$ cat config.mk
export PLATFORM = sky130hd
export DESIGN_NAME = fibo_seq_gen
export DESIGN_NICKNAME = d
export VERILOG_FILES = /design/src/rtl/fibo_seq_gen.sv
export SDC_FILE = /design/constraint.sdc
export NUM_CORES = 1
export LEC_CHECK = 0
export ABC_AREA = 0
export ABC_CLOCK_PERIOD_IN_PS = 5830
export BUFFER_PORTS_ARGS = -buffer_cell sky130_fd_sc_hd__buf_2
export CELL_PAD_IN_SITES_DETAIL_PLACEMENT = 0
export CELL_PAD_IN_SITES_GLOBAL_PLACEMENT = 2
export CORE_AREA = 3 3 139 101
export DETAILED_ROUTE_END_ITERATION = 8
export DIE_AREA = 0 0 142 104
export MAX_ROUTING_LAYER = met4
export PLACE_DENSITY = 0.92
export SLEW_MARGIN = 25
export SYNTH_ARGS = -nofsm -noshare
export SYNTH_HDL_FRONTEND = slang
export SYNTH_SLANG_ARGS = --single-unit
$ cat constraint.sdc
create_clock -name clock -period 5.83 [get_ports clock]
set_clock_uncertainty 0.05 [all_clocks]
set_input_delay 0.583 -clock clock [delete_from_list [all_inputs] [get_ports clock]]
set_output_delay 0.583 -clock clock [all_outputs]
set_load 0.02 [all_outputs]
$ cat src/rtl/fibo_seq_gen.sv
// -----------------------------------------------------------------------------
// fibo_seq_gen
//
// Fibonacci-type sequence generator: t(n+2) = t(n) + t(n+1), with runtime
// loadable seeds, a valid/ready output stream, a term index and a wrap flag
// marking the last representable term before the sequence restarts.
//
// Parameters:
//   WIDTH   term width in bits
//   IDX_W   index counter width (index wraps modulo 2^IDX_W)
//   SEED_A  reset value of the first seed
//   SEED_B  reset value of the second seed
//
// Ports:
//   clock      in   clock
//   reset      in   asynchronous, active-high reset
//   en         in   request to produce / advance terms
//   load       in   load seed_a/seed_b and flush the stream (highest priority)
//   seed_a     in   first seed, sampled when load=1
//   seed_b     in   second seed, sampled when load=1
//   out_ready  in   consumer accepts the current term
//   out_valid  out  out_data holds a valid term
//   out_data   out  current term
//   out_index  out  index of out_data since the last seed load / wrap
//   wrap       out  out_data is the last representable term (with out_valid)
//
// Build option:
//   FIBO_HOLD_EN  when defined, the generator parks in DONE after the wrap
//                 term is accepted and waits for load or reset; when
//                 undefined, the sequence restarts from the seeds at once.
// -----------------------------------------------------------------------------
module fibo_seq_gen #(
    parameter int unsigned          WIDTH  = 16,
    parameter int unsigned          IDX_W  = 8,
    parameter logic [WIDTH-1:0]     SEED_A = WIDTH'(0),
    parameter logic [WIDTH-1:0]     SEED_B = WIDTH'(1)
) (
    input  logic             clock,
    input  logic             reset,
    input  logic             en,
    input  logic             load,
    input  logic [WIDTH-1:0] seed_a,
    input  logic [WIDTH-1:0] seed_b,
    input  logic             out_ready,
    output logic             out_valid,
    output logic [WIDTH-1:0] out_data,
    output logic [IDX_W-1:0] out_index,
    output logic             wrap
);

`ifdef FIBO_HOLD_EN
    typedef enum logic [1:0] {ST_IDLE = 2'd0, ST_VALID = 2'd1, ST_DONE = 2'd2} state_t;
`else
    typedef enum logic {ST_IDLE = 1'b0, ST_VALID = 1'b1} state_t;
`endif

    state_t           state_q;
    logic [WIDTH-1:0] sa_q, sb_q;      // seeds used on restart after a wrap
    logic [WIDTH-1:0] a_q, b_q;        // a: next term to emit, b: the one after
    logic             ovf_q;           // b_q is a truncated, unrepresentable sum
    logic [IDX_W-1:0] index_q;         // index of a_q
    logic             out_valid_q;
    logic [WIDTH-1:0] out_data_q;
    logic [IDX_W-1:0] out_index_q;
    logic             wrap_q;

    // One extra bit so the carry out of the term sum becomes the overflow flag.
    logic [WIDTH:0]   sum_d;
    logic             transfer;
    logic             hold_stop;
    logic             advance;

    assign sum_d    = {1'b0, a_q} + {1'b0, b_q};
    assign transfer = (state_q == ST_VALID) && out_ready;

`ifdef FIBO_HOLD_EN
    // Accepting the wrap term parks the generator instead of restarting.
    assign hold_stop = transfer && wrap_q;
`else
    assign hold_stop = 1'b0;
`endif

    // A stalled term (out_ready=0) blocks advancing; en is ignored then.
    assign advance = en && !hold_stop &&
                     ((state_q == ST_IDLE) || transfer);

    // NOTE: reset is in the sensitivity list so it acts without a clock edge;
    // every register, including the seed pair, gets a defined reset value.
    always_ff @(posedge clock or posedge reset) begin
        if (reset) begin
            state_q     <= ST_IDLE;
            sa_q        <= SEED_A;
            sb_q        <= SEED_B;
            a_q         <= SEED_A;
            b_q         <= SEED_B;
            ovf_q       <= 1'b0;
            index_q     <= '0;
            out_valid_q <= 1'b0;
            out_data_q  <= '0;
            out_index_q <= '0;
            wrap_q      <= 1'b0;
        end else if (load) begin
            // NOTE: non-blocking assignments everywhere in clocked logic, so
            // every right-hand side sees the pre-edge register values.
            sa_q        <= seed_a;
            sb_q        <= seed_b;
            a_q         <= seed_a;
            b_q         <= seed_b;
            ovf_q       <= 1'b0;
            index_q     <= '0;
            out_valid_q <= 1'b0;
            wrap_q      <= 1'b0;
            state_q     <= ST_IDLE;
        end else if (advance) begin
            out_data_q  <= a_q;
            out_index_q <= index_q;
            wrap_q      <= ovf_q;
            out_valid_q <= 1'b1;
            state_q     <= ST_VALID;
            if (ovf_q) begin
                // a_q was the last representable term: restart from the seeds.
                a_q     <= sa_q;
                b_q     <= sb_q;
                ovf_q   <= 1'b0;
                index_q <= '0;
            end else begin
                a_q     <= b_q;
                b_q     <= sum_d[WIDTH-1:0];
                ovf_q   <= sum_d[WIDTH];
                index_q <= index_q + IDX_W'(1);
            end
        end else if (transfer) begin
            // Term accepted with nothing new requested; data fields hold.
            out_valid_q <= 1'b0;
`ifdef FIBO_HOLD_EN
            state_q     <= hold_stop ? ST_DONE : ST_IDLE;
`else
            state_q     <= ST_IDLE;
`endif
        end
    end

    assign out_valid = out_valid_q;
    assign out_data  = out_data_q;
    assign out_index = out_index_q;
    assign wrap      = wrap_q;

endmodule

==> flow_metrics.env, run 1 <==
export IMPL_clockPowerShare_pct=23.3
export IMPL_rsz0062_at_grt="no"
export IMPL_grt_overflow_total=0
export IMPL_postPlaceCellArea_um2=5630
export IMPL_via_count=3869
export IMPL_p_comb_share_pct=40.6
export IMPL_rows=35
export IMPL_fillers=1219
export IMPL_synth_area_leaders="dfrtp_1, mux2_2, o21ai_0"
export IMPL_dp_cells=704
export IMPL_power_leakage_nw=2.70
export IMPL_ys_types=58
export IMPL_drt_wl_total_um=12200
export IMPL_syn_inst=496
export IMPL_drc=0
export IMPL_ctsHoldBuffers=0
export IMPL_cts_made_buffers=9
export IMPL_timing_final_crit_share_pct=41.5
export IMPL_grt_usage_pct=17.8
export IMPL_syn_area_um2=5180
export IMPL_die_h_um=104
export IMPL_min_period_ns=2.42
export IMPL_port_buffers=62
export IMPL_ys_seq_area_share_pct=47.9
export IMPL_synth_top_area_share_pct=46.9
export IMPL_synth_area_leader_cell="dfrtp_1"
export IMPL_wl_per_cell_um=16.9
export IMPL_timing_rr_end="b_q[10]"
export IMPL_fin_util_pct=46.0
export IMPL_drv_cap=0
export IMPL_postSynthNetCount=551
export IMPL_internal_power_mw=1.64
export IMPL_htreeDepth=3
export IMPL_drive_gt1_share_pct=27.0
export IMPL_worst_endpoint_required_ns=6.03
export IMPL_syn2layout_area_growth_pct=14.8
export IMPL_final_cell_mix="dfrtp_1, buf_2, nand2_1"
export IMPL_grt_pass1_vias=3873
export IMPL_first_pass_iters=5
export IMPL_drv_slew=0
export IMPL_final_common_cell="dfrtp_1"
export IMPL_io_pins=63
export IMPL_power_frac_seq_pct=36.0
export IMPL_cts_tree="built"
export IMPL_dp_slack_ns=3.24
export IMPL_clockRootBuffer="clkbuf_16"
export IMPL_stdcell_area_um2=5940
export IMPL_gp_congestion=0.883
export IMPL_maxSlewHeadroom_pct=36.2
export IMPL_synth_avg_cell_area_um2=10.4
export IMPL_synth_async_reset_ratio_pct=100
export IMPL_fin_tns_setup_ns=0
export IMPL_criticalPathCategory="reg -> reg"
export IMPL_antenna_found_initial=0
export IMPL_cts_repair_resized=0
export IMPL_hold_path_class="in -> async"
export IMPL_setup_ws_ns=3.41
export IMPL_post_cts_buffers=0
export IMPL_synth_edff_count=0
export IMPL_core_area_um2=12900
export IMPL_drt_iter0_markers=216
export IMPL_via_per_inst=5.37
export IMPL_setup_violations_final=0
export IMPL_diodes=0
export IMPL_grt_max_degree=86
export IMPL_worstPathMaxFanout=4
export IMPL_clock_sinks=99
export IMPL_peakVddDrop_uv=218
export IMPL_clockBufferDepth=2
export IMPL_outcome="finished, final reports clean"
export IMPL_die_x_um=142
export IMPL_clock_fmax_mhz=414
export IMPL_worstReg2RegStart="a_q[0]"
export IMPL_clk_latency_ns=0.34
export IMPL_ff2ff_setup_slack_ns=3.41
export IMPL_start_util_pct=40.1
export IMPL_yosysWarnings=0
export IMPL_fin_cells=721
export IMPL_arrival_ns=2.62
export IMPL_endpoint_kind="register"
export IMPL_clk_pin_slew_ns=0.07
export IMPL_synth_seq_cells=99
export IMPL_switching_share_pct=37.9
export IMPL_tightestPinTransition_ns=0.951
export IMPL_synth_ff_type="dfrtp_1"
export IMPL_reg2regPathDepth=7
export IMPL_drtAntennaViolNets=0
export IMPL_hold_violations=0
export IMPL_startpoint="a_q[0]"
export IMPL_power_density_nw_per_um2=445
export IMPL_power_switching_mw=1.00
export IMPL_start_kind="register"
export IMPL_dieArea_um2=14800
export IMPL_fin_nets=605
export IMPL_grt_pass1_wl_um=20500
export IMPL_dp_hpwl_um=8600
metal layers:
metal,track usage (%),vias up,part of all wire [%]
met4,4.32,0,1.1
met5,-,-,0
met1,26.5,1894,52
met3,3.68,10,4.0
met2,24.7,67,43
li1,-,1898,-
sequential cells by signal, summed over array words and instances (netlist names):
signal / count
a_q: 16
b_q: 16
index_q: 8
out_data: 16
out_index: 8
out_valid: 1
ovf_q: 1
sa_q: 16
sb_q: 16
wrap: 1
stage by stage:
stage                     hold WS (ns)  power (mW)
after detailed placement         0.441        2.03
after global routing             0.230        2.82
final                            0.196        2.64
after CTS                        0.211        2.66
after floorplan                  0.417        1.77
after global placement           0.431        2.01
final cells by class:
cell class                 instances  area [um2]  area share, %
tap                              166         208           3.49
sequential                        99        2480           41.7
timing repair buffer              70         370           6.23
multi-input combinational        354        2520           42.3
clock inverter                     3        46.3          0.779
clock buffer                      13         260           4.38
inverter                          16        62.6           1.05
cell usage after synthesis, types with 2 or more instances:
library cell,instances
dfrtp_1,97
a221oi_2,2
o21a_1,2
nor2b_1,2
xor2_1,8
buf_1,4
o22ai_1,12
a22oi_1,4
nand3_1,10
nand2_1,58
buf_4,3
nand2b_1,3
o21ai_1,3
a21oi_1,34
nor2_1,28
buf_2,11
ha_1,17
inv_1,14
a21o_1,7
a31oi_1,4
dfstp_2,2
nand4_1,4
clkbuf_1,7
mux2i_1,21
nor3_2,2
nor3_1,5
o211ai_1,7
xnor2_1,3
a211oi_1,3
mux2_2,48
o21ai_0,44
power groups by stage:
stage                     Sequential, mW  Clock [mW]  Combinational (mW)
after floorplan                    0.980           0               0.786
after CTS                          0.954       0.634                1.07
after global placement             0.961           0                1.05
after detailed placement           0.967           0                1.07
after global routing               0.973       0.661                1.19
final                              0.953       0.617                1.07
cell families (layout without fill, tap and decap cells):
family / Yosys count / in the layout / synth area share (%)
buffers and inverters: 43 / 102 / 3.77
DFF: 99 / 99 / 47.9
muxes: 69 / 69 / 14.5
AOI/OAI and AO/OA: 134 / 134 / 16.6
and+or+nand+nor: 122 / 122 / 10.9
adders and majority gates: 18 / 18 / 4.50
xor gates and xnor gates: 11 / 11 / 1.86
critical path: stages, from the launching register on:
cell	delay, ns
dfrtp_1	0.40
ha_1	0.25
fa_1	0.42
a21o_1	0.24
a221oi_4	0.38
o21ai_1	0.18
xnor2_1	0.18
a211oi_1	0.23
worst max-delay path by stage:
stage | depth (start not counted) | slack (ns) | end
floorplan | 1 | 2.61 | a_q[0]
global placement | 6 | 3.27 | b_q[12]
detailed placement | 7 | 3.24 | index_q[5]
CTS | 7 | 3.39 | b_q[10]
global route | 7 | 3.23 | b_q[10]
finish | 7 | 3.41 | b_q[10]
(Power assumes the default switching activity.)
==> run 2, diff against run 1 <==
Settings changed: ABC_CLOCK_PERIOD_IN_PS 5830 to 2000, CORE_AREA 3 3 139 101 to 3 3 152 110, DIE_AREA 0 0 142 104 to 0 0 155 113, PLACE_DENSITY 0.92 to 0.83.
Clock period 5.83 ns to 2 ns, I/O delays scaled along.
==> run 2 against run 1 <==
Against the previous run: the flow now finishes with violations (setup timing); worst setup slack worse by 3.6 ns; via count is 4.8% higher; global-route usage is 1.9 points lower; final area increased by 9.8%; clock power grew to 3.1 times the previous value; sequential power grew to 2.9 times the previous value; total power increased to 3.3 times the previous value; critical path depth stayed put; fmax is 11% higher; cell count grew 10%; routed wire length rose by 10%; largest cell class unchanged.
==> flow_metrics.env, run 2 (synthesis gave the netlist of run 1 again) <==
export IMPL_outcome="finished, violations left"
export IMPL_violations="setup timing"
export IMPL_drive_gt1_share_pct=35.4
export IMPL_port_buffers=62
export IMPL_start_util_pct=33.7
export IMPL_hold_path_class="in -> reg"
export IMPL_htreeDepth=3
export IMPL_diodes=0
export IMPL_via_per_inst=5.11
export IMPL_switching_share_pct=37.1
export IMPL_core_area_um2=15400
export IMPL_peakVddDrop_uv=472
export IMPL_die_h_um=113
export IMPL_endpoint_kind="register"
export IMPL_final_cell_mix="dfrtp_1, buf_2, nand2_1"
export IMPL_drv_cap=0
export IMPL_wl_per_cell_um=16.9
export IMPL_syn2layout_area_growth_pct=26.1
export IMPL_clk_pin_slew_ns=0.07
export IMPL_criticalPathCategory="reg -> reg"
export IMPL_io_pins=63
export IMPL_stdcell_area_um2=6530
export IMPL_max_stage_delay_ns=0.39
export IMPL_grt_overflow_total=0
export IMPL_clock_sinks=99
export IMPL_hold_path_depth=3
export IMPL_fin_nets=643
export IMPL_p_comb_share_pct=45.8
export IMPL_hold_violations=0
export IMPL_die_x_um=155
export IMPL_tightestPinTransition_ns=0.566
export IMPL_drt_iter0_markers=212
export IMPL_arrival_ns=2.34
export IMPL_fillers=1481
export IMPL_final_common_cell="dfrtp_1"
export IMPL_cts_made_buffers=9
export IMPL_timing_final_crit_share_pct=108
export IMPL_setup_violations_final=7
export IMPL_dieArea_um2=17500
export IMPL_antenna_found_initial=0
export IMPL_grt_max_degree=47
export IMPL_grt_pass1_wl_um=21600
export IMPL_gp_congestion=0.847
export IMPL_grt_usage_pct=15.9
export IMPL_grt_pass1_vias=4031
export IMPL_dp_hpwl_um=9510
export IMPL_clockBufferDepth=2
export IMPL_drtAntennaViolNets=0
export IMPL_cts_tree="built"
export IMPL_worst_endpoint_required_ns=2.17
export IMPL_via_count=4056
export IMPL_drv_slew=0
export IMPL_hold_slack_ns=0.0441
export IMPL_rows=38
export IMPL_path_cells="ha_2 > fa_2 > a21o_1 > a221oi_4 > o32ai_4 > nor4b_2 > nor3_2"
export IMPL_maxSlewHeadroom_pct=62.0
export IMPL_dp_slack_ns=-0.159
export IMPL_start_kind="register"
export IMPL_power_frac_seq_pct=32.2
export IMPL_clk_latency_ns=0.35
export IMPL_clockRootBuffer="clkbuf_16"
export IMPL_reg2regPathDepth=7
export IMPL_clock_fmax_mhz=461
export IMPL_postPlaceCellArea_um2=5960
export IMPL_multi_input_area_um2=2710
export IMPL_fin_tns_setup_ns=-0.878
export IMPL_clockPowerShare_pct=22.0
export IMPL_power_density_nw_per_um2=1320
export IMPL_min_period_ns=2.17
export IMPL_first_pass_iters=4
export IMPL_setup_ws_ns=-0.168
export IMPL_drc=0
export IMPL_rsz0062_at_grt="yes"
export IMPL_worstPathMaxFanout=4
export IMPL_register_area_um2=2480
export IMPL_power_switching_mw=3.21
export IMPL_internal_power_mw=5.44
export IMPL_cp_slowest_cell="dfrtp_1"
export IMPL_power_leakage_nw=2.91
export IMPL_drt_wl_total_um=13400
-- run 2: final timing paths --
path                                  start  slack [ns]     endpoint
worst max-delay path                 a_q[0]       -0.17      b_q[12]
worst min-delay path              seed_b[9]        0.04      sb_q[9]
worst max register to register       a_q[0]       -0.17      b_q[12]
worst min register to register  out_data[4]        0.45  out_data[4]
max in group asynchronous             reset        0.89      sb_q[0]
min in group asynchronous             reset        0.37  out_data[1]
-- run 2: layout make-up --
cell class	instances	share of cell area [%]
clock inverters	4	1.17
multi-input cells	354	41.5
inverters	16	0.978
flip-flops and latches	99	38.0
clock buffers	12	3.78
repair buffers	108	10.7
well taps	200	3.84
-- run 2: critical path, delay by kind of cell, from the launching register on --
family	cells	cell delay, ns
and+or+nand+nor	2	0.35
DFF	1	0.39
adders and majority gates	2	0.54
AOI/OAI and AO/OA	3	0.71
-- run 2: per-stage QoR --
stage / power, mW / utilization (%) / std cells
4_1_cts: 8.30 / 41.4 / 792
6_report: 8.64 / 42.5 / 793
5_1_grt: 9.22 / 42.5 / 793
3_3_place_gp: 6.21 / 38.8 / 770
2_1_floorplan: 5.15 / - / 496
3_5_place_dp: 6.27 / 38.8 / 770
-- run 2: routing by layer --
| layer | wire length, um | global-route usage, % | up-vias |
|---|---|---|---|
| li1 | - | - | 1967 |
| met1 | 6930 | 23.4 | 1997 |
| met2 | 5810 | 22.5 | 81 |
| met3 | 562 | 3.52 | 11 |
| met4 | 117 | 3.24 | 0 |
| met5 | 0 | - | - |
-- run 2: repair_timing --
action,in CTS,in global routing
endpoints found under the hold margin,15,0
hold buffers,1,0
setup endpoints to repair,9,12
pin swaps,5,14
setup buffers,5,2
resized for setup,4,24
-- run 2: power groups by stage --
stage	clock, mW	combinational (mW)	sequential [mW]
floorplan	0	2.29	2.86
global placement	0	3.43	2.77
detailed placement	0	3.48	2.79
CTS	1.94	3.60	2.76
global route	2.03	4.34	2.85
finish	1.90	3.96	2.78
==> run 3, diff against run 2 <==
Settings changed: ABC_CLOCK_PERIOD_IN_PS 2000 to 2700, CORE_AREA 3 3 152 110 to 3 3 139 101, DIE_AREA 0 0 155 113 to 0 0 142 104, PLACE_DENSITY 0.83 to 0.92.
Clock period 2 ns to 2.7 ns, I/O delays scaled along.
==> run 3 against run 2 <==
Against the previous run: the flow now finishes without violations; sequential share of layout area increased by 3.1 points; sequential power decreased by 26%; via count decreased by 2.6%; non-clock buffer count decreased by 32; critical path depth unchanged; sequential cell count unchanged; worst setup slack improved by 0.40 ns; core utilization increased by 4.2 points; clock-buffer cell count decreased by 2; die area decreased by 16%; total power decreased by 32%; critical endpoint is now ovf_q; largest cell class unchanged.
==> flow_metrics.env, run 3 (synthesis gave the netlist of run 1 again) <==
export IMPL_postPlaceCellArea_um2=5690
export IMPL_drt_wl_total_um=12400
export IMPL_endpoint_kind="register"
export IMPL_dp_hpwl_um=8970
export IMPL_start_kind="register"
export IMPL_power_density_nw_per_um2=970
export IMPL_cts_repair_resized=0
export IMPL_worst_endpoint_required_ns=2.86
export IMPL_clockBufferDepth=2
export IMPL_fin_nets=611
export IMPL_hold_path_class="in -> reg"
export IMPL_cts_tree="built"
export IMPL_dp_cells=710
export IMPL_drv_slew=0
export IMPL_die_x_um=142
export IMPL_grt_max_degree=54
export IMPL_diodes=0
export IMPL_drtAntennaViolNets=0
export IMPL_clock_fmax_mhz=405
export IMPL_clock_sinks=99
export IMPL_worstPathMaxFanout=4
export IMPL_drc=0
export IMPL_io_pins=63
export IMPL_htreeDepth=3
export IMPL_grt_usage_pct=18.2
export IMPL_syn2layout_area_growth_pct=16.5
export IMPL_hold_violations=0
export IMPL_first_pass_iters=5
export IMPL_rsz0062_at_grt="no"
export IMPL_start_util_pct=40.1
export IMPL_setup_violations_final=0
export IMPL_dieArea_um2=14800
export IMPL_maxSlewHeadroom_pct=58.3
export IMPL_antenna_found_initial=0
export IMPL_stdcell_area_um2=6030
export IMPL_hold_slack_ns=0.126
export IMPL_clockRootBuffer="clkbuf_16"
export IMPL_tightestPinTransition_ns=0.623
export IMPL_rows=35
export IMPL_final_common_cell="dfrtp_1"
export IMPL_port_buffers=62
export IMPL_core_area_um2=12900
export IMPL_clk_pin_slew_ns=0.06
export IMPL_drv_cap=0
export IMPL_clk_latency_ns=0.34
export IMPL_drt_iter0_markers=210
export IMPL_fin_tns_setup_ns=0
export IMPL_power_mw=5.85
export IMPL_timing_final_crit_share_pct=91.3
export IMPL_peakVddDrop_uv=478
export IMPL_die_h_um=104
export IMPL_drive_gt1_share_pct=27.7
export IMPL_grt_overflow_total=0
export IMPL_grt_pass1_wl_um=21200
export IMPL_final_cell_mix="dfrtp_1, buf_2, nand2_1"
export IMPL_cts_made_buffers=9
export IMPL_outcome="finished, final reports clean"
export IMPL_fin_cells=726
export IMPL_power_leakage_nw=2.74
export IMPL_gp_congestion=0.859
export IMPL_via_count=3949
export IMPL_criticalPathCategory="reg -> reg"
export IMPL_min_period_ns=2.47
export IMPL_wl_per_cell_um=17.1
export IMPL_arrival_ns=2.63
export IMPL_grt_pass1_vias=3978
export IMPL_via_per_inst=5.44
## run 3: power by group
| group | switching (mW) | internal, mW |
|---|---|---|
| combinational | 1.37 | 0.980 |
| clock | 0.541 | 0.899 |
| sequential | 0.251 | 1.80 |
| total | 2.17 | 3.68 |
## run 3: worst max-delay path: stages, from the launching register on
cell and delay (ns):
dfrtp_1 0.39, ha_1 0.24, fa_1 0.41, a21o_1 0.24, a221oi_4 0.40, o32ai_4 0.18
a221oi_2 0.30, o22ai_1 0.12
## run 3: stage by stage
step	util [%]	setup slack, ns
CTS	46.7	0.237
global placement	44.0	0.344
finish	46.7	0.234
global route	46.7	0.0966
detailed placement	44.0	0.295
floorplan	-	0.472
## run 3: cell type report
cell class | count | area, um2
Sequential cell | 99 | 2480
Inverter | 16 | 63.8
Timing Repair Buffer | 76 | 430
Multi-Input combinational cell | 354 | 2520
Tap cell | 166 | 208
Clock inverter | 5 | 103
Clock buffer | 10 | 229
Fill cell | 1213 | 6890
## run 3: final timing paths
path	startpoint	endpoint	slack, ns	cells past startpoint
worst max register to register	a_q[0]	ovf_q	0.23	7
worst min register to register	out_data[7]	out_data[7]	0.45	1
max in group asynchronous	reset	sb_q[15]	1.34	4
worst max-delay path	a_q[0]	ovf_q	0.23	7
worst min-delay path	seed_b[2]	sb_q[2]	0.13	3
min in group asynchronous	reset	out_data[8]	0.50	3
## run 3: metal layers
metal	track usage [%]	share of wire, %	vias to the layer above
met5	-	0	-
met2	25.8	44	103
met1	27.0	51	1931
met3	3.72	4.6	12
met4	3.70	1.0	0
li1	-	-	1903
## run 3: repair_timing
| action | in CTS | in global routing |
|---|---|---|
| hold buffers | 1 | 0 |
| setup endpoints to repair | 0 | 0 |
| hold endpoints to repair | 25 | 0 |
| setup buffers | 0 | 0 |
